`config.mk`:
```
export PLATFORM = sky130hd
export DESIGN_NAME = mem_arbiter
export DESIGN_NICKNAME = d
export VERILOG_FILES = /design/src/rtl/mem_arbiter.sv
export SDC_FILE = /design/constraint.sdc
export NUM_CORES = 1
export LEC_CHECK = 0
export BUFFER_PORTS_ARGS = -buffer_cell sky130_fd_sc_hd__buf_4
export CAP_MARGIN = 20
export CORE_ASPECT_RATIO = 1.75
export CORE_UTILIZATION = 47
export DETAILED_ROUTE_END_ITERATION = 7
export GPL_ROUTABILITY_DRIVEN = 0
export PLACE_DENSITY_LB_ADDON = 0.3
export SYNTH_ARGS = -nofsm -noshare
export SYNTH_HDL_FRONTEND = slang
export SYNTH_SLANG_ARGS = --single-unit
```
`constraint.sdc`:
```
create_clock -name clk -period 5.5 [get_ports clk]
set_input_delay 0.55 -clock clk [delete_from_list [all_inputs] [get_ports clk]]
set_output_delay 0.55 -clock clk [all_outputs]
set_load 0.005 [all_outputs]
```
`src/rtl/mem_arbiter.sv`:
```
// Bounded-burst round-robin arbiter sharing one 256x8 RAM between the CPU
// datapath and the host loader/debug port, with registered read return.
module mem_arbiter #(
    parameter int unsigned MAX_BURST  = 4,
    parameter bit          HOST_FIRST = 1'b0
) (
    input  logic       clk,
    input  logic       reset_n,

    input  logic       cpu_req,
    input  logic       cpu_we,
    input  logic [7:0] cpu_addr,
    input  logic [7:0] cpu_wdata,
    output logic       cpu_gnt,
    output logic       cpu_stall,
    output logic [7:0] cpu_rdata,
    output logic       cpu_rvalid,

    input  logic       host_req,
    input  logic       host_we,
    input  logic [7:0] host_addr,
    input  logic [7:0] host_wdata,
    output logic       host_gnt,
    output logic [7:0] host_rdata,
    output logic       host_rvalid,

    output logic [7:0] mem_addr,
    output logic       mem_we,
    output logic [7:0] mem_wdata,
    input  logic [7:0] mem_rdata,

    output logic [7:0] conflict_cnt
);

    localparam logic [1:0] OWN_NONE = 2'd0;
    localparam logic [1:0] OWN_CPU  = 2'd1;
    localparam logic [1:0] OWN_HOST = 2'd2;

    localparam logic [3:0] BURST_MAX = 4'(MAX_BURST);

    logic [1:0] owner_q, owner_d;
    logic [3:0] cnt_q, cnt_d;
    logic [3:0] cnt_inc;
    logic       both_req;
    logic       burst_done;
    logic       gnt_cpu, gnt_host;

    logic [7:0] cpu_rdata_q, host_rdata_q;
    logic       cpu_rvalid_q, host_rvalid_q;
    logic [7:0] conflict_q;

    assign both_req   = cpu_req & host_req;
    assign burst_done = (cnt_q >= BURST_MAX);
    assign cnt_inc    = burst_done ? BURST_MAX : cnt_q + 4'd1;

    // Grants are held low during reset so nothing reaches the RAM.
    always_comb begin
        gnt_cpu  = 1'b0;
        gnt_host = 1'b0;
        if (reset_n) begin
            if (both_req) begin
                case (owner_q)
                    OWN_CPU: begin
                        gnt_cpu  = ~burst_done;
                        gnt_host = burst_done;
                    end
                    OWN_HOST: begin
                        gnt_host = ~burst_done;
                        gnt_cpu  = burst_done;
                    end
                    default: begin
                        gnt_host = HOST_FIRST;
                        gnt_cpu  = ~HOST_FIRST;
                    end
                endcase
            end else begin
                gnt_cpu  = cpu_req;
                gnt_host = host_req;
            end
        end
    end

    assign cpu_gnt   = gnt_cpu;
    assign host_gnt  = gnt_host;
    assign cpu_stall = cpu_req & ~gnt_cpu;

    always_comb begin
        mem_addr  = 8'h00;
        mem_we    = 1'b0;
        mem_wdata = 8'h00;
        if (gnt_cpu) begin
            mem_addr  = cpu_addr;
            mem_we    = cpu_we;
            mem_wdata = cpu_wdata;
        end else if (gnt_host) begin
            mem_addr  = host_addr;
            mem_we    = host_we;
            mem_wdata = host_wdata;
        end
    end

    always_comb begin
        owner_d = OWN_NONE;
        cnt_d   = 4'd0;
        if (gnt_cpu) begin
            owner_d = OWN_CPU;
            cnt_d   = (owner_q == OWN_CPU) ? cnt_inc : 4'd1;
        end else if (gnt_host) begin
            owner_d = OWN_HOST;
            cnt_d   = (owner_q == OWN_HOST) ? cnt_inc : 4'd1;
        end
    end

    always_ff @(posedge clk or negedge reset_n) begin
        if (!reset_n) begin
            owner_q <= OWN_NONE;
            cnt_q   <= 4'd0;
        end else begin
            owner_q <= owner_d;
            cnt_q   <= cnt_d;
        end
    end

    // Read data returns one cycle after the grant; rdata holds between reads.
    always_ff @(posedge clk or negedge reset_n) begin
        if (!reset_n) begin
            cpu_rdata_q   <= 8'h00;
            cpu_rvalid_q  <= 1'b0;
            host_rdata_q  <= 8'h00;
            host_rvalid_q <= 1'b0;
        end else begin
            cpu_rvalid_q  <= gnt_cpu & ~cpu_we;
            host_rvalid_q <= gnt_host & ~host_we;
            if (gnt_cpu && !cpu_we) begin
                cpu_rdata_q <= mem_rdata;
            end
            if (gnt_host && !host_we) begin
                host_rdata_q <= mem_rdata;
            end
        end
    end

    always_ff @(posedge clk or negedge reset_n) begin
        if (!reset_n) begin
            conflict_q <= 8'h00;
        end else if (both_req && conflict_q != 8'hFF) begin
            conflict_q <= conflict_q + 8'd1;
        end
    end

    assign cpu_rdata    = cpu_rdata_q;
    assign cpu_rvalid   = cpu_rvalid_q;
    assign host_rdata   = host_rdata_q;
    assign host_rvalid  = host_rvalid_q;
    assign conflict_cnt = conflict_q;

endmodule
```
==> flow_summary_export.csv <==
group,metric,value,unit
clocking,cts_setup_buffers,0,
timing,fin_crit_sh,50.00,%
yosys,synthTopCellsByArea,"dfrtp_1 50%, mux2_1 11%, a22o_1 8.8%, ha_1 4.7%, xnor2_1 2.2%",
final_layout,regArea,800.8,µm²
power,p_leak,1.194,nW
floorplan,fp.dieArea,3654,µm²
floorplan,dieWidth,46.13,µm
final_layout,antenna_cells,0,
yosys,ys_warn_count,0,
final_layout,areaGrowthSynthToFinish,50.55,%
placement,dpl.cell_count,255,
route,wire_per_inst,14.41,µm
timing,hold_violations,0,
route,drtPass1Iterations,4,
global_routing,track_usage,23.19,%
global_routing,grt_pass1_vias,1428,
route,vias_per_cell,5.402,
timing,fmax,363.6,MHz
yosys,ys_seq_elements,32,
clocking,cts-root-buf,"clkbuf_8",
clocking,post_cts_resized,0,
global_routing,antenna_found_initial,0,
clocking,cts_inserted_buffers,5,
placement,io_buffers,91,
final_layout,final_cells,264,
clocking,cts_hold_buf,0,
timing,finalSetupViolations,0,
timing,finalMaxSlewViolations,0,
yosys,ys.flop_type,"dfrtp_1",
power,p_total,0.7621,mW
route,first_iter_violations,21,
setup_path,ff2ff_setup_slack,2800,ps
worst_hold_path,hold_class,"input port to asynchronous set/reset pin",
final_layout,layout-drive-gt1-share,47.51,%
clocking,clk_pin_slew_worst_paths,60,ps
clocking,cts_sinks,32,
route,drc,0,
setup_path,critical_path.max_fanout,17,
route,ant_nets,0,
yosys,syn_nets,179,
yosys,ys_types,35,
yosys,syn_area_per_cell,12.61,µm²
timing,fin_worst_skew,2.398,ps
timing,tns,0,ps
timing,max_slew.worst_pin.slew,749.9,ps
floorplan,ioPinCount,92,
run_status,status,"complete, no violations",
floorplan,num_rows,27,
global_routing,grt_start_max_net_pins,36,
floorplan,start_util,49.90,%
clocking,h-tree-depth,2,
yosys,ys_seq_area_share,50.00,%
final_layout,multi_input_comb_area,735.7,µm²
yosys,synth_edf_count,0,
route,wl,3.804,mm
run,maxCapViolCount,0,
route,num_vias,1426,
clocking,clkLatencyLatePin,280,ps
yosys,synthCells,127,
global_routing,globalRouteOverflowTotal,0,
final_layout,nets,272,
clocking,clk_path_buf_depth,2,
yosys,netlist_area,1602,µm²
final_layout,final_util,75.13,%
global_routing,grt_pass1_wl,6.065,mm
power,powerDensity,316.1,nW/µm²
timing,slew_headroom,49.90,%
final_layout,final.fill_count,223,
yosys,synth_top_area_share,50.00,%
setup_path,end_kind,"output port",
floorplan,dieHeight,79.22,µm
timing,period_minus_slack,2750,ps
power,ir_drop,0.1912,mV
yosys,synth_top_area_cell,"dfrtp_1",
timing,grt_setup_unrepaired,"no",
yosys,synthArstFlopShare,100.0,%
clocking,cts_tree,"done",
placement,hpwl,3.032,mm
floorplan,coreArea,3209,µm²
setup_path,critPathLaunchType,"flip-flop",
setup_path,crit_arrival,2200,ps
setup_path,critPathRequiredTime,4950,ps
setup_path,worstSetupPathType,"flip-flop to output port",
[registers in the layout, indices dropped and copies added (netlist names)]
name,count
host_rdata,8
host_rvalid,1
owner_q,2
cnt_q,4
cpu_rdata,8
conflict_cnt,8
cpu_rvalid,1
[layer usage]
metal | share of wire, % | vias to the layer above | GRT usage [%]
met4 | 2.0 | 0 | 10.59
li1 | - | 652 | -
met3 | 8.7 | 6 | 7.273
met5 | 0 | - | 0
met1 | 34 | 672 | 23.22
met2 | 55 | 96 | 40.85
[stage by stage]
step	worst slack, ps	hold slack (ps)	area [µm²]
CTS	2276	213.1	2400
finish	2750	206.4	2411
global placement	2512	456.6	2292
global route	2606	231.7	2411
detailed placement	2329	462.4	2292
floorplan	3155	254.4	1602
[final cells by class]
type | count | share of cell area, %
sequential | 32 | 33.21
multi-input combinational | 84 | 30.51
timing repair buffer | 92 | 28.80
clock buffer | 6 | 3.010
tap | 43 | 2.231
clock inverter | 2 | 1.453
inverter | 5 | 0.7784
[cell usage after synthesis, drive strengths merged (2+ instances only)]
master	number
a32oi	2
or3b	2
nand3	3
a21oi	2
mux2	17
nor2b	2
xor2	3
a31oi	2
nand2	7
xnor2	4
buf	5
dfrtp	32
and4	2
o21ai	3
nand4	2
ha	6
inv	5
a22o	16
[path summary, 6_finish.rpt]
check                      startpoint         endpoint  cells after the start
setup reg to reg           owner_q[1]     cpu_rdata[6]                      7
setup / recovery           owner_q[0]     mem_wdata[4]                      7
max in group asynchronous     reset_n    host_rdata[7]                      1
hold reg to reg              cnt_q[0]         cnt_q[0]                      1
min in group clk             cnt_q[0]         cnt_q[0]                      1
hold / removal                reset_n  conflict_cnt[7]                      1
[power breakdown]
part	internal, mW	switching, mW	leakage (nW)
Sequential	0.287	0.0494	0.397
Combinational	0.135	0.0764	0.742
Clock	0.134	0.0804	0.0552
[cells in the final DEF, fill, tap and decap left out, drive strengths merged]
| cell type | count |
|---|---|
| a2111oi | 1 |
| a21oi | 2 |
| a22o | 16 |
| a31o | 1 |
| a31oi | 2 |
| a32oi | 2 |
| a41oi | 1 |
| and2 | 1 |
| and2b | 1 |
| and3 | 1 |
| and4 | 2 |
| buf | 92 |
| bufinv | 1 |
| clkbuf | 6 |
| clkinv | 1 |
| conb | 1 |
| dfrtp | 32 |
| ha | 6 |
| inv | 5 |
| mux2 | 17 |
| nand2 | 7 |
| nand3 | 3 |
| nand4 | 2 |
| nor2 | 1 |
| nor2b | 2 |
| nor3 | 1 |
| nor4b | 1 |
| o21ai | 3 |
| o41ai | 1 |
| or3b | 2 |
| xnor2 | 4 |
| xor2 | 3 |
[worst max-delay path: stages (launching register included)]
cell and delay, ps:
dfrtp_1 400, inv_1 90, ha_1 160, or3b_1 390
a31oi_4 300, and2_4 310, a22o_1 160, buf_4 110
[cell families after synthesis]
group           synth area share [%]
compound gates                 16.25
other cells                   0.2342
simple gates                   8.984
mux                            11.95
buf+inv                        4.062
flops                          50.00
fa+ha+maj                      4.687
xor+xnor                       3.828
Note: power is estimated with default switching activity, not from simulation.
